--- src/rtl/serial_in_parallel_out_rx_if.sv ---
`default_nettype none
// ============================================================================
// Module   : serial_in_parallel_out_rx_if
// Brief    : SPI pin side and word handshake of the SPI receive deserializer.
// Revision : 1.0 - initial release
// ============================================================================
interface serial_in_parallel_out_rx_if #(
    parameter int Size = 16
);
    logic [1:0]      SelectMode;
    logic            SCLK;
    logic            SS_n;
    logic            SDI;
    logic            Data_Read;
    logic [Size-1:0] Data_Out;
    logic            Data_Valid;
    logic            Overrun;
    logic            Frame_Error;
    logic            Busy;

    modport master (
        output SelectMode, SCLK, SS_n, SDI, Data_Read,
        input  Data_Out, Data_Valid, Overrun, Frame_Error, Busy
    );

    modport slave (
        input  SelectMode, SCLK, SS_n, SDI, Data_Read,
        output Data_Out, Data_Valid, Overrun, Frame_Error, Busy
    );
endinterface
`default_nettype wire

--- src/rtl/serial_in_parallel_out_rx.sv ---
`default_nettype none
// ============================================================================
// Module   : serial_in_parallel_out_rx
// Brief    : Oversampled SPI receive deserializer, LSB first, all SPI modes.
// Revision : 1.0 - initial release
// ============================================================================
module serial_in_parallel_out_rx #(
    parameter int Size        = 16,
    parameter int Sync_Stages = 2
) (
    input  logic CLK,
    input  logic Reset,
    serial_in_parallel_out_rx_if.slave bus
);

    localparam int                 c_cnt_w = $clog2(Size + 1);
    localparam logic [c_cnt_w-1:0] c_last  = c_cnt_w'(Size - 1);
    localparam logic [c_cnt_w-1:0] c_one   = c_cnt_w'(1);

    typedef enum logic [0:0] {
        ST_IDLE    = 1'b0,
        ST_RECEIVE = 1'b1
    } state_t;

    state_t                 r_state;
    logic [Sync_Stages-1:0] r_sclk_sync;
    logic [Sync_Stages-1:0] r_ssn_sync;
    logic [Sync_Stages-1:0] r_sdi_sync;
    logic                   r_sclk_hist;
    logic [Size-1:0]        r_shift;
    logic [c_cnt_w-1:0]     r_count;
    logic                   r_done;
    logic [Size-1:0]        r_data_out;
    logic                   r_data_valid;
    logic                   r_overrun;
    logic                   r_frame_error;
    logic                   r_busy;

    logic w_sclk;
    logic w_ssn;
    logic w_sdi;
    logic w_sample;
    logic w_partial;

    // SDI is tapped at the same depth as SCLK so data and clock stay aligned
    assign w_sclk = r_sclk_sync[Sync_Stages-1];
    assign w_ssn  = r_ssn_sync[Sync_Stages-1];
    assign w_sdi  = r_sdi_sync[Sync_Stages-1];

    // Modes 0/3 sample on the rising edge, modes 1/2 on the falling edge
    assign w_sample  = (w_sclk ^ r_sclk_hist) &
                       (w_sclk != (bus.SelectMode[1] ^ bus.SelectMode[0]));
    assign w_partial = w_sample ? (r_count != c_last) : (r_count != '0);

    always_ff @(posedge CLK) begin
        if (!Reset) begin
            r_state       <= ST_IDLE;
            r_sclk_sync   <= {Sync_Stages{bus.SelectMode[1]}};
            r_ssn_sync    <= '1;
            r_sdi_sync    <= '0;
            r_sclk_hist   <= bus.SelectMode[1];
            r_shift       <= '0;
            r_count       <= '0;
            r_done        <= 1'b0;
            r_data_out    <= '0;
            r_data_valid  <= 1'b0;
            r_overrun     <= 1'b0;
            r_frame_error <= 1'b0;
            r_busy        <= 1'b0;
        end else begin
            r_sclk_sync   <= {r_sclk_sync[Sync_Stages-2:0], bus.SCLK};
            r_ssn_sync    <= {r_ssn_sync[Sync_Stages-2:0], bus.SS_n};
            r_sdi_sync    <= {r_sdi_sync[Sync_Stages-2:0], bus.SDI};
            r_sclk_hist   <= w_sclk;
            r_done        <= 1'b0;
            r_frame_error <= 1'b0;

            // A read in the completion cycle acknowledges any earlier overrun
            if (r_done) begin
                r_data_out   <= r_shift;
                r_data_valid <= 1'b1;
                if (r_data_valid) begin
                    r_overrun <= !bus.Data_Read;
                end
            end else if (bus.Data_Read && r_data_valid) begin
                r_data_valid <= 1'b0;
                r_overrun    <= 1'b0;
            end

            case (r_state)
                ST_IDLE: begin
                    if (!w_ssn) begin
                        r_state <= ST_RECEIVE;
                        r_busy  <= 1'b1;
                        r_count <= '0;
                        r_shift <= '0;
                    end
                end
                ST_RECEIVE: begin
                    if (w_sample) begin
                        r_shift <= {w_sdi, r_shift[Size-1:1]};
                        if (r_count == c_last) begin
                            r_count <= '0;
                            r_done  <= 1'b1;
                        end else begin
                            r_count <= r_count + c_one;
                        end
                    end
                    // A final sample edge coinciding with deselect still completes
                    if (w_ssn) begin
                        r_state       <= ST_IDLE;
                        r_busy        <= 1'b0;
                        r_count       <= '0;
                        r_frame_error <= w_partial;
                    end
                end
                default: begin
                    r_state <= ST_IDLE;
                    r_busy  <= 1'b0;
                end
            endcase
        end
    end

    assign bus.Data_Out    = r_data_out;
    assign bus.Data_Valid  = r_data_valid;
    assign bus.Overrun     = r_overrun;
    assign bus.Frame_Error = r_frame_error;
    assign bus.Busy        = r_busy;

endmodule
`default_nettype wire
--- src/flat_wrapper.sv ---
// flat-port wrapper written by rule: the top's interface ports become plain ports
module serial_in_parallel_out_rx_flat 
#(
    parameter int Size        = 16,
    parameter int Sync_Stages = 2
)
  (CLK, Reset, bus_SelectMode, bus_SCLK, bus_SS_n, bus_SDI, bus_Data_Read, bus_Data_Out, bus_Data_Valid, bus_Overrun, bus_Frame_Error, bus_Busy);
  serial_in_parallel_out_rx_if #(.Size(Size)) bus_i ();
  input  logic CLK;
  input  logic Reset;
  input wire logic [$bits(bus_i.SelectMode)-1:0] bus_SelectMode;
  input wire logic [$bits(bus_i.SCLK)-1:0] bus_SCLK;
  input wire logic [$bits(bus_i.SS_n)-1:0] bus_SS_n;
  input wire logic [$bits(bus_i.SDI)-1:0] bus_SDI;
  input wire logic [$bits(bus_i.Data_Read)-1:0] bus_Data_Read;
  output wire logic [$bits(bus_i.Data_Out)-1:0] bus_Data_Out;
  output wire logic [$bits(bus_i.Data_Valid)-1:0] bus_Data_Valid;
  output wire logic [$bits(bus_i.Overrun)-1:0] bus_Overrun;
  output wire logic [$bits(bus_i.Frame_Error)-1:0] bus_Frame_Error;
  output wire logic [$bits(bus_i.Busy)-1:0] bus_Busy;
  assign bus_i.SelectMode = bus_SelectMode;
  assign bus_i.SCLK = bus_SCLK;
  assign bus_i.SS_n = bus_SS_n;
  assign bus_i.SDI = bus_SDI;
  assign bus_i.Data_Read = bus_Data_Read;
  assign bus_Data_Out = bus_i.Data_Out;
  assign bus_Data_Valid = bus_i.Data_Valid;
  assign bus_Overrun = bus_i.Overrun;
  assign bus_Frame_Error = bus_i.Frame_Error;
  assign bus_Busy = bus_i.Busy;
  serial_in_parallel_out_rx #(.Size(Size), .Sync_Stages(Sync_Stages)) u_core (.CLK(CLK), .Reset(Reset), .bus(bus_i));
endmodule
--- config.mk ---
export PLATFORM = sky130hd
export DESIGN_NAME = serial_in_parallel_out_rx_flat
export DESIGN_NICKNAME = d
export VERILOG_FILES = /design/src/rtl/serial_in_parallel_out_rx_if.sv /design/src/rtl/serial_in_parallel_out_rx.sv /design/src/flat_wrapper.sv
export SDC_FILE = /design/constraint.sdc
export NUM_CORES = 1
export LEC_CHECK = 0
export BUFFER_PORTS_ARGS = -buffer_cell sky130_fd_sc_hd__clkbuf_2
export CAP_MARGIN = 40
export CORE_MARGIN = 2
export CORE_UTILIZATION = 60
export DETAILED_ROUTE_END_ITERATION = 16
export PLACE_DENSITY = 0.9
export SLEW_MARGIN = 20
export SYNTH_ARGS = -nofsm -noshare
export SYNTH_HDL_FRONTEND = slang
export SYNTH_SLANG_ARGS = --single-unit
--- constraint.sdc ---
create_clock -name CLK -period 3.9 [get_ports CLK]
set_clock_uncertainty 0.2 [all_clocks]
set_input_delay 0.78 -clock CLK [delete_from_list [all_inputs] [get_ports CLK]]
set_output_delay 0.78 -clock CLK [all_outputs]
set_load 0.005 [all_outputs]
---- Word level (Yosys, flattened, before mapping) ----
Index checks and enable logic that the tools add are counted.
W data, S select, Z words.
word-level totals
  register bits after elaboration ......... 50
  bits of input ports ..................... 8
  output and inout bits ................... 20
  word-level logic and storage cells ...... 56
operators by class
  $add $sub $neg .......................... 1
  equal/unequal tests ..................... 8
  multiplexer cells ....................... 20
  bitwise logic cells ..................... 4
  reduce and logical (&&, ||, !) cells .... 10
operator list
  kind                   count
  $mux W16               2
  $pmux W16 S2           1
  $mux W5                4
  $mux W1                10
  $pmux W5 S2            1
  $ne A2 B2 Y1 const B   4
  $reduce_and A2 Y1      4
  $reduce_and A3 Y1      2
  $add A5 B1 Y5 const B  1
  $eq A5 B4 Y1 const B   1
  $ne A5 B4 Y1 const B   1
  $reduce_bool A5 Y1     1
  $ne A3 B3 Y1 const B   1
  $mux W2                1
  $pmux W1 S2            1
  $reduce_bool A2 Y1     1
  $xor A1 B1 Y1          2
  $and A1 B1 Y1          1
  $logic_and A1 B1 Y1    1
  $logic_not A1 Y1       1
  $ne A1 B1 Y1           1
  $not A1 Y1             1

---- Logic depth before layout (Yosys ltp) ----
Gate-level depths: netlist of the first run.
  word-level depth ........................ 6
  gate-level depth with buffers ........... 6
  gate-level depth less buffers ........... 5

---- Worst setup path after synthesis of the first run ----
No wires, ideal clock.
  kind .................................... input-to-reg
  from .................................... in bus_SelectMode[0]
  to ...................................... reg u_core.r_count[1]
  setup time .............................. 0.115 ns
  data arrival time ....................... 1.701 ns
  required time ........................... 3.585 ns
  setup slack ............................. 1.885 ns
  stages .................................. 5
  path buffers ............................ 1
  path through ............................ xnor2_1 -> mux2i_2 -> buf_2 -> a21oi_1 -> o21a_1
between the ends
  longest elaborated chain between the ends .. 5
ends and longest elaborated chain
  element                      line                              source
  start: declaration           flat_wrapper.sv:11                input wire logic [$bits(bus_i.SelectMode)-1:0] bus_SelectMode;
  $xor A1 B1 Y1                serial_in_parallel_out_rx.sv:52   (w_sclk != (bus.SelectMode[1] ^ bus.SelectMode[0]));
  $ne A1 B1 Y1                 serial_in_parallel_out_rx.sv:52
  $and A1 B1 Y1                serial_in_parallel_out_rx.sv:51   assign w_sample = (w_sclk ^ r_sclk_hist) &
  $ne A3 B3 Y1 (no line)       n/a
  $reduce_and A2 Y1 (no line)  n/a
  end signal: assignment       serial_in_parallel_out_rx.sv:106  r_count <= r_count + c_one;
  end: declaration             serial_in_parallel_out_rx.sv:31   logic [c_cnt_w-1:0] r_count;
Every way passes these cells.
A chain may end at the register's enable or synchronous reset.

---- Worst setup path after layout of the first run ----
  from .................................... in bus_SelectMode[0]
  to ...................................... reg u_core.r_shift[7]
between the ends
  longest elaborated chain between the ends .. 5
ends and longest elaborated chain
  element                      line                              source
  $xor A1 B1 Y1                serial_in_parallel_out_rx.sv:52
  $ne A1 B1 Y1                 serial_in_parallel_out_rx.sv:52
  $and A1 B1 Y1                serial_in_parallel_out_rx.sv:51
  $ne A2 B2 Y1 (no line)       n/a
  $reduce_and A2 Y1 (no line)  n/a
  end signal: assignment       serial_in_parallel_out_rx.sv:101  r_shift <= {w_sdi, r_shift[Size-1:1]};
  end: declaration             serial_in_parallel_out_rx.sv:30   logic [Size-1:0] r_shift;
Every way passes these cells.

==> results.md, run 1 <==
* Status: finished clean
* # DRC at 0
* Commonest cells in the netlist: dfxtp_1, nand2_1, mux2i_1
* Post-CTS setup buffers at 0
* Final wirelength at about 3.2 mm
* DR vias at 1472
* DRT Pass-1 Iters at 4
* Synthesized flop and latch total at 50
* Most common cell in the synthesized netlist: dfxtp_1
* PwrDens at a little under 400 nW/µm²
* Synth async-reset ratio at 0%
* GRT Total Usage at 20.0%
* Routed len/inst at approximately 12 µm
* CTS tree: done
* Tot Pwr at 0.856 mW
* RSZ-0062 raised after global routing: false
* Post-synthesis cell count at 212
* Synthesized net count at 222
* Synth top area cells: dfxtp_1, mux2i_1, nand2_1, nor2b_1, nor2_1
* Ys Warns at 0
* Nets at between 200 and 250
* Io pins at 28
* Clock slew at reported path FFs at around 0.14 ns
* Final setup fails at 0
* Dpl cell area at 2130 µm²
* Mean Syn Cell Area at 9.36 µm²
* Register area share after synthesis at 50.4%
* Clk_lat worst skew at approximately 0.37 ns
* DRT iter0 DRCs at 73
* Post-route setup TNS at 0 ns
* Crit. End Element: flop
* Bufs on Longest Clock Path at 2
* Worst setup path category: in2reg
* Die width at 61.5 µm
* Antenna violations before repair at 0
* Mapped cell area at 1980 µm²
* Gpl congestion at 0.802
* Post-route cell area at 2220 µm²
* Dpl cells at around 270
* VDD IR-drop max at roughly 0.35 mV
* Core area at ~3100 µm²
* Vias in the first global route at 1260
* Worst Path Arrival at approximately 2.4 ns
* Slew headroom at between 50% and 60%
* Fin. Hold Viols at 0
* Layout filler cell count at around 270
* Worst EP required at 4.00 ns
* EDFF count, synth at 0
* Starting density of the core at approximately 64%
* Worst setup SP type: input pin
* Fmax at 432 MHz
* Hold slack at 0.236 ns
* Pin count of the biggest net entering global routing at 43
* MaxCap Viol Count at 0
* Die ar. at ~3800 µm²
* Antenna-violating nets left at 0
* Yosys cell types at 31
* Post-route minimum period at around 2.3 ns
* First-pass GRT wire length at 5.58 mm
* Root Buffer: clkbuf_4
* Clock Sinks at 50
* Post-CTS sizing at 0
* Prevailing post-synth register cell: dfxtp_1
* Die height at about 62 µm
* Htree depth at 2
* Final slew viol count at 0
* Final Non-Filler Cells at 280
* Post-CTS Hold Buffers at 0
* Vias per std cell at 5.26
* Congestion Overflow GR at 0
* Period utilization at approximately 60%
* I/O Buffers at 27
* Top cell type's share of synthesized area at roughly half
* Ratio of cells with drive above 1 in the final layout at 17.8%
* DP HPWL at ~2.2 mm
* Critical path peak fanout at 16
* Layout area overhead at 11.7%
* Antenna diode count at 0
* Leak pwr at 0.933 nW
* CTS Buf Count at 5
* Area leader, netlist: dfxtp_1
* Worst-margin pin slew at 0.623 ns
* Row count at 20
* Hold WC Path Type: reg2reg
flip-flops by register name (all words and copies together) (netlist names), 2 cells and up:
signal               count
u_core.bus.Data_Out     16
u_core.r_shift          16
u_core.r_count           5
u_core.r_sclk_sync       2
u_core.r_sdi_sync        2
u_core.r_ssn_sync        2
area by class of cell:
class                      count  area [µm²]  share of cell area (%)
sequential                    50        1000                    45.2
clock inverter                 3        45.0                    2.03
timing repair buffer          29         158                    7.11
inverter                       4        15.0                   0.678
clock buffer                   5        37.5                    1.69
tap                           44        55.1                    2.48
multi-input combinational    145         905                    40.8
report_power, final:
part | switching [mW] | internal, mW | total [mW] | leakage [nW]
Combinational | 0.0243 | 0.0140 | 0.0382 | 0.491
Sequential | 0.00314 | 0.516 | 0.520 | 0.405
Clock | 0.164 | 0.135 | 0.298 | 0.0374
Total | 0.191 | 0.665 | 0.856 | 0.933
worst max-delay path, stage by stage:
cell      delay [ns]
clkbuf_2        0.09
xnor2_1         0.20
mux2i_2         0.59
nand2_2         0.46
mux2i_1         0.28
kinds of logic after synthesis:
logic type / share of synthesized area [%]
AO/OA/AOI/OAI: 4.22
multiplexers: 17.3
buffers and inverters: 3.97
adder cells (fa/ha/maj): 1.26
AND/OR/NAND/NOR: 22.3
flip-flops: 50.4
XOR/XNOR: 0.441
metrics by stage:
| step | util, % | setup WS (ns) |
|---|---|---|
| finish | 71.4 | 1.58 |
| global route | 71.4 | 1.42 |
| CTS | 71.4 | 1.61 |
| detailed placement | 68.8 | 1.21 |
| global placement | 68.3 | 1.28 |
| floorplan | - | 1.88 |
layer usage:
| layer | share of wire (%) | GRT usage (%) | vias up |
|---|---|---|---|
| met5 | 0 | 0 | - |
| li1 | - | - | 755 |
| met4 | 1.5 | 8.81 | 0 |
| met3 | 4.7 | 5.67 | 7 |
| met1 | 51 | 26.4 | 670 |
| met2 | 43 | 30.5 | 40 |
placed cells by master, fill, tap and decap left out:
cell type / n
nand2_1: 47
inv_1: 4
clkbuf_4: 5
dfxtp_1: 50
nand4_1: 1
nand2b_1: 4
ha_1: 2
nor2_1: 14
a21oi_1: 3
o21ai_0: 2
and2_1: 2
clkbuf_2: 27
buf_4: 1
or4b_2: 1
o211ai_1: 2
clkinvlp_4: 2
buf_8: 1
nand3_1: 7
nor3b_1: 1
bufinv_16: 1
a21o_1: 1
xnor2_1: 1
nand2_2: 1
nor2b_1: 12
nor4_1: 1
nand4b_1: 2
and3_1: 1
mux2i_1: 33
mux2i_2: 1
o21a_1: 2
nor2_2: 1
a31o_2: 1
a31oi_1: 2
worst paths after layout:
kind                         start                   end  slack [ns]  depth (start not counted)
max              bus_SelectMode[0]     u_core.r_shift[7]        1.58                          5
min           u_core.r_ssn_sync[0]  u_core.r_ssn_sync[1]        0.24                          1
max reg2reg  u_core.r_sclk_sync[1]     u_core.r_shift[7]        1.87                          4
min reg2reg   u_core.r_ssn_sync[0]  u_core.r_ssn_sync[1]        0.24                          1
Note: power is estimated with default switching activity, not from simulation.
==> run 2, diff against run 1 <==
CORE_UTILIZATION = 50   (was 60)
PLACE_DENSITY = 0.81   (was 0.9)
clock period = 1.9 ns   (was 3.9 ns; I/O delays follow)
==> run 2 against run 1 <==
  * Routed wire length grew 5.8%
  * Sequential power increased by 110%
  * Global-route usage shrank 2.2 points
  * Clock-buffer cell count rose by 1
  * Register-to-register slack got worse by 1.6 ns
  * Non-clock buffer count up 5
  * Sequential share of layout area fell by 0.90 points
  * Critical path type is now reg2reg
  * Largest cell class unchanged
  * Largest power group unchanged
==> results.md, run 2 (same netlist as run 1, synthesis figures left out) <==
* Status: finished clean
* VDD IR-drop max at 0.495 mV
* Nets at 250
* Worst-margin pin slew at 0.536 ns
* PwrDens at 769 nW/µm²
* CP max stage delay at 0.58 ns
* Row count at 22
* Clock Sinks at 50
* Fin. Hold Viols at 0
* DRT iter0 DRCs at 88
* Final setup fails at 0
* Fmax at about 610 MHz
* Critical path peak fanout at 6
* Routed len/inst at 11.9 µm
* Post-CTS setup buffers at 0
* CP max stage cell: or4b_2
* Htree depth at 2
* Die ar. at 4490 µm²
* Starting density of the core at between 50% and 60%
* Period utilization at 86.8%
* Commonest cells after routing, fill and taps aside: dfxtp_1, nand2_1, mux2i_1
* Post-CTS Hold Buffers at 0
* Die width at roughly 67 µm
* Post-route setup TNS at 0 ns
* # DRC at 0
* Tot Pwr at 1.74 mW
* Bufs on Longest Clock Path at 2
* Io pins at 28
* Antenna violations before repair at 0
* CTS Buf Count at 5
* Setup Slack @ Placement at 0.169 ns
* Worst setup SP type: flop
* Crit path cell chain: inv_1, ha_1, or4b_2, mux2i_1, nor2_1
* Congestion Overflow GR at 0
* Ratio of cells with drive above 1 in the final layout at 18.8%
* Clk_lat worst skew at 0.30 ns
* Vias in the first global route at 1300
* Layout filler cell count at 348
* DRT Pass-1 Iters at 4
* Post-route minimum period at 1.65 ns
* Pin count of the biggest net entering global routing at 21
* Worst EP required at 1.90 ns
* Most common cell after layout, fill and taps aside: dfxtp_1
* Post-CTS sizing at 0
* I/O Buffers at 27
* Crit. End Element: flop
* Worst setup path category: reg2reg
* Clock slew at reported path FFs at 0.08 ns
* Hold WC Path Type: in2reg
* Root Buffer: clkbuf_8
* GRT Total Usage at 17.8%
* Final worst setup slack at 0.252 ns
* Antenna diode count at 0
* Vias per std cell at 5.11
* Final wirelength at 3.43 mm
* RSZ-0062 raised after global routing: false
* Layout area overhead at 13.9%
* Worst Path Arrival at 1.65 ns
* Gpl congestion at 0.845
* MaxCap Viol Count at 0
* First-pass GRT wire length at 5.97 mm
* Slew headroom at 64.2%
* Core area at 3740 µm²
* Die height at 67 µm
* DR vias at 1471
* CTS tree: done
* Leak pwr at 0.962 nW
* Antenna-violating nets left at 0
* Final slew viol count at 0
* DP HPWL at 2.33 mm
-- run 2: power breakdown --
| group | switching, mW | internal, mW | total, mW |
|---|---|---|---|
| Combinational | 0.0519 | 0.0372 | 0.0891 |
| Clock | 0.333 | 0.253 | 0.585 |
| Sequential | 0.00683 | 1.06 | 1.07 |
-- run 2: final cells by class --
type	instances	area [µm²]	share of cell area [%]
Timing Repair Buffer	34	200	8.85
Tap cell	48	60.1	2.66
Clock buffer	6	72.6	3.21
Sequential cell	50	1000	44.3
Inverter	4	15.0	0.664
Multi-Input combinational cell	145	905	40.0
Clock inverter	1	7.51	0.332
-- run 2: final timing paths --
kind                              from                      to  slack [ns]  cells after the start
setup reg to reg     u_core.r_count[0]  u_core.bus.Frame_Error        0.25                      5
hold reg to reg   u_core.r_ssn_sync[0]    u_core.r_ssn_sync[1]        0.22                      1
setup / recovery     u_core.r_count[0]  u_core.bus.Frame_Error        0.25                      5
hold / removal                bus_SS_n    u_core.r_ssn_sync[0]        0.06                      2
-- run 2: through the flow --
step / instances / utilization [%] / hold slack [ns] / area (µm²)
after floorplan: 212 / - / 0.186 / 1980
after global placement: 281 / 58.3 / 0.197 / 2180
after detailed placement: 281 / 58.3 / 0.199 / 2180
after CTS: 288 / 60.4 / 0.0553 / 2260
after global routing: 288 / 60.4 / 0.0792 / 2260
final: 288 / 60.4 / 0.0612 / 2260
-- run 2: per-layer routing --
layer / global-route usage [%] / wire (µm) / share of wire (%)
met5: 0 / 0 / 0
met2: 28.5 / 1580 / 46
met4: 8.42 / 73 / 2.1
met3: 4.56 / 166 / 4.8
met1: 22.1 / 1610 / 47
-- run 2: worst max-delay path: cells and delay by family (launching register included) --
family / cells / cell delay (ns)
and+or+nand+nor: 2 / 0.64
adders and majority gates: 1 / 0.14
DFF: 1 / 0.37
muxes: 1 / 0.14
buffers and inverters: 1 / 0.07
==> run 3, diff against run 2 <==
ABC_AREA = 1   (was unset)
CELL_PAD_IN_SITES_DETAIL_PLACEMENT = 1   (was unset)
CELL_PAD_IN_SITES_GLOBAL_PLACEMENT = 1   (was unset)
CORE_UTILIZATION = 37   (was 50)
TNS_END_PERCENT = 10   (was unset)
==> run 3 against run 2 <==
  * Clock-buffer cell count unchanged
  * Routed wire length up 33%
  * Maximum frequency up 0.34%
  * Final cell count up 19%
  * Clock power up 57%
  * Critical path type unchanged
==> results.md, run 3 <==
* Leak pwr at 1.06 nW
* Pin count of the biggest net entering global routing at 36
* Post-CTS Hold Buffers at 0
* Gpl congestion at 0.728
* CTS Buf Count at 5
* Vias in the first global route at 1713
* Routed len/inst at approximately 13 µm
* Antenna violations before repair at 0
* CTS tree: done
* Layout area overhead at 17.2%
* Starting density of the core at a little under 40%
* Worst EP required at 1.93 ns
* # DRC at 0
* First-pass GRT wire length at ~7.8 mm
* CP max stage cell: dfxtp_1
* VDD IR-drop max at 0.363 mV
* Synth async-reset ratio at 0%
* Multi-input gate area at 837 µm²
* Mux cell area share after synthesis at 0%
* Congestion Overflow GR at 0
* Synth top area cells: dfxtp_1, nor2_1, nand2_1, o21ai_0, nand2_2
* Clock Sinks at 50
* Die height at approximately 77 µm
* Post-CTS sizing at 0
* Crit. End Element: flop
* Core area at about 5000 µm²
* Die ar. at 5920 µm²
* Top cell type's share of synthesized area at 50.8%
* MaxCap Viol Count at 0
* Root Buffer: clkbuf_8
* RSZ-0062 raised after global routing: false
* Worst setup SP type: flop
* Io pins at 28
* Ratio of cells with drive above 1 in the final layout at 27.0%
* Critical path peak fanout at 12
* Post-route minimum period at ~1.6 ns
* Vias per std cell at 4.84
* Htree depth at 2
* Ys Warns at 0
* Clock slew at reported path FFs at approximately 0.090 ns
* CP max stage delay at 0.58 ns
* Synth Area in XOR/XNOR at 0.445%
* DR vias at about 1700
* Fin. Hold Viols at 0
* Mean Syn Cell Area at 8.04 µm²
* Crit path cell chain: nor2_1, inv_1, nand2_2, o21ai_0
* Post-synthesis cell count at 245
* Storage element area at roughly 1000 µm²
* Clk_lat worst skew at roughly 0.30 ns
* Fmax at ~610 MHz
* Antenna-violating nets left at 0
* Hold slack at 0.0586 ns
* Nets at 283
* Hold WC Path Type: in2reg
* Worst Path Arrival at about 1.7 ns
* DRT Pass-1 Iters at 4
* Area leader, netlist: dfxtp_1
* DP HPWL at 3.08 mm
* Final setup fails at 0
* Most common cell in the synthesized netlist: dfxtp_1
* Post-CTS setup buffers at 0
* Prevailing post-synth register cell: dfxtp_1
* Combinational family with the most area after synthesis: simple AND/OR/NAND/NOR gates
* Most common cell after layout, fill and taps aside: dfxtp_1
* Commonest cells after routing, fill and taps aside: dfxtp_1, nor2_1, nand2_1
* Worst path bufs/invs at 1
* Simple-Gate Fraction of Synth Area at 27.8%
* Post-route setup TNS at 0 ns
* Synthesized flop and latch total at 50
* Status: finished clean
* Tot Pwr at 2.09 mW
* Slew headroom at 72.6%
* Synth Area in Adders at 1.27%
* Yosys cell types at 27
* PwrDens at 905 nW/µm²
* I/O Buffers at 27
* Final slew viol count at 0
* EDFF count, synth at 0
* Worst setup path category: reg2reg
* Synthesized net count at 255
* Final wirelength at 4.55 mm
* Layout filler cell count at 631
* Register area share after synthesis at ~50%
* Commonest cells in the netlist: dfxtp_1, nor2_1, nand2_1
* Worst-margin pin slew at 0.410 ns
* Bufs on Longest Clock Path at 2
* Top Family by Delay on Critical Path: flip-flops
* Antenna diode count at 0
* Row count at 26
* Mapped cell area at 1970 µm²
* GRT Total Usage at 16.6%
* Die width at 77.0 µm
* Synth Area in Compound Gates at around an eighth
* Period utilization at 86.5%
* DRT iter0 DRCs at around 100
run 3: changes by cell type after synthesis, moves of 4 or more:
cell	previous run	this run
nor2b_1	12	0
nand2_2	1	14
a21oi_1	3	11
nand2_1	47	38
nor2_1	14	44
inv_1	4	14
o21ai_0	2	20
inv_2	0	4
mux2i_1	33	0
nand3_1	7	14
nand2b_1	4	0
o21ai_2	0	10
run 3: per-stage QoR:
stage	cell area, µm²	util, %	setup slack (ns)	cells
3_5_place_dp	2170	42.4	0.142	336
5_1_grt	2310	45.2	0.137	344
4_1_cts	2310	45.2	0.241	344
3_3_place_gp	2170	42.4	0.208	336
2_1_floorplan	1970	-	0.499	245
6_report	2310	45.2	0.257	344
run 3: routing by layer:
layer	track usage, %	vias up	wire [µm]
li1	-	839	-
met1	19.4	780	1990
met2	29.6	38	2340
met3	2.82	7	135
met4	7.09	0	82
met5	0	-	0
run 3: logic make-up after synthesis:
family / count (synthesis)
flip-flops: 50
buffers and inverters: 29
AND/OR/NAND/NOR: 120
AO/OA/AOI/OAI: 43
XOR/XNOR: 1
adder cells (fa/ha/maj): 2
run 3: tightest hold or removal path, cell delays in order:
cell and delay [ns]:
clkbuf_2 0.08, nand2_1 0.04, inv_1 0.04
run 3: cell type report:
cell class | count | share of cell area (%)
sequential | 50 | 43.4
multi-input combinational | 166 | 36.3
timing repair buffer | 32 | 7.48
tap | 70 | 3.79
clock buffer | 6 | 3.58
inverter | 18 | 2.93
clock inverter | 2 | 2.60
run 3: power breakdown:
group	switching (mW)	leakage (nW)	internal, mW
combinational	0.0701	0.588	0.0296
clock	0.359	0.0714	0.562
sequential	0.00976	0.405	1.06
total	0.439	1.06	1.65
run 3: final timing paths:
check                                     startpoint              endpoint  slack, ns  cells after the start
worst max-delay path                  u_core.r_state     u_core.r_shift[5]       0.26                      4
worst min-delay path                         bus_SDI  u_core.r_sdi_sync[0]       0.06                      3
worst max register to register        u_core.r_state     u_core.r_shift[5]       0.26                      4
worst min register to register  u_core.r_ssn_sync[0]  u_core.r_ssn_sync[1]       0.22                      1
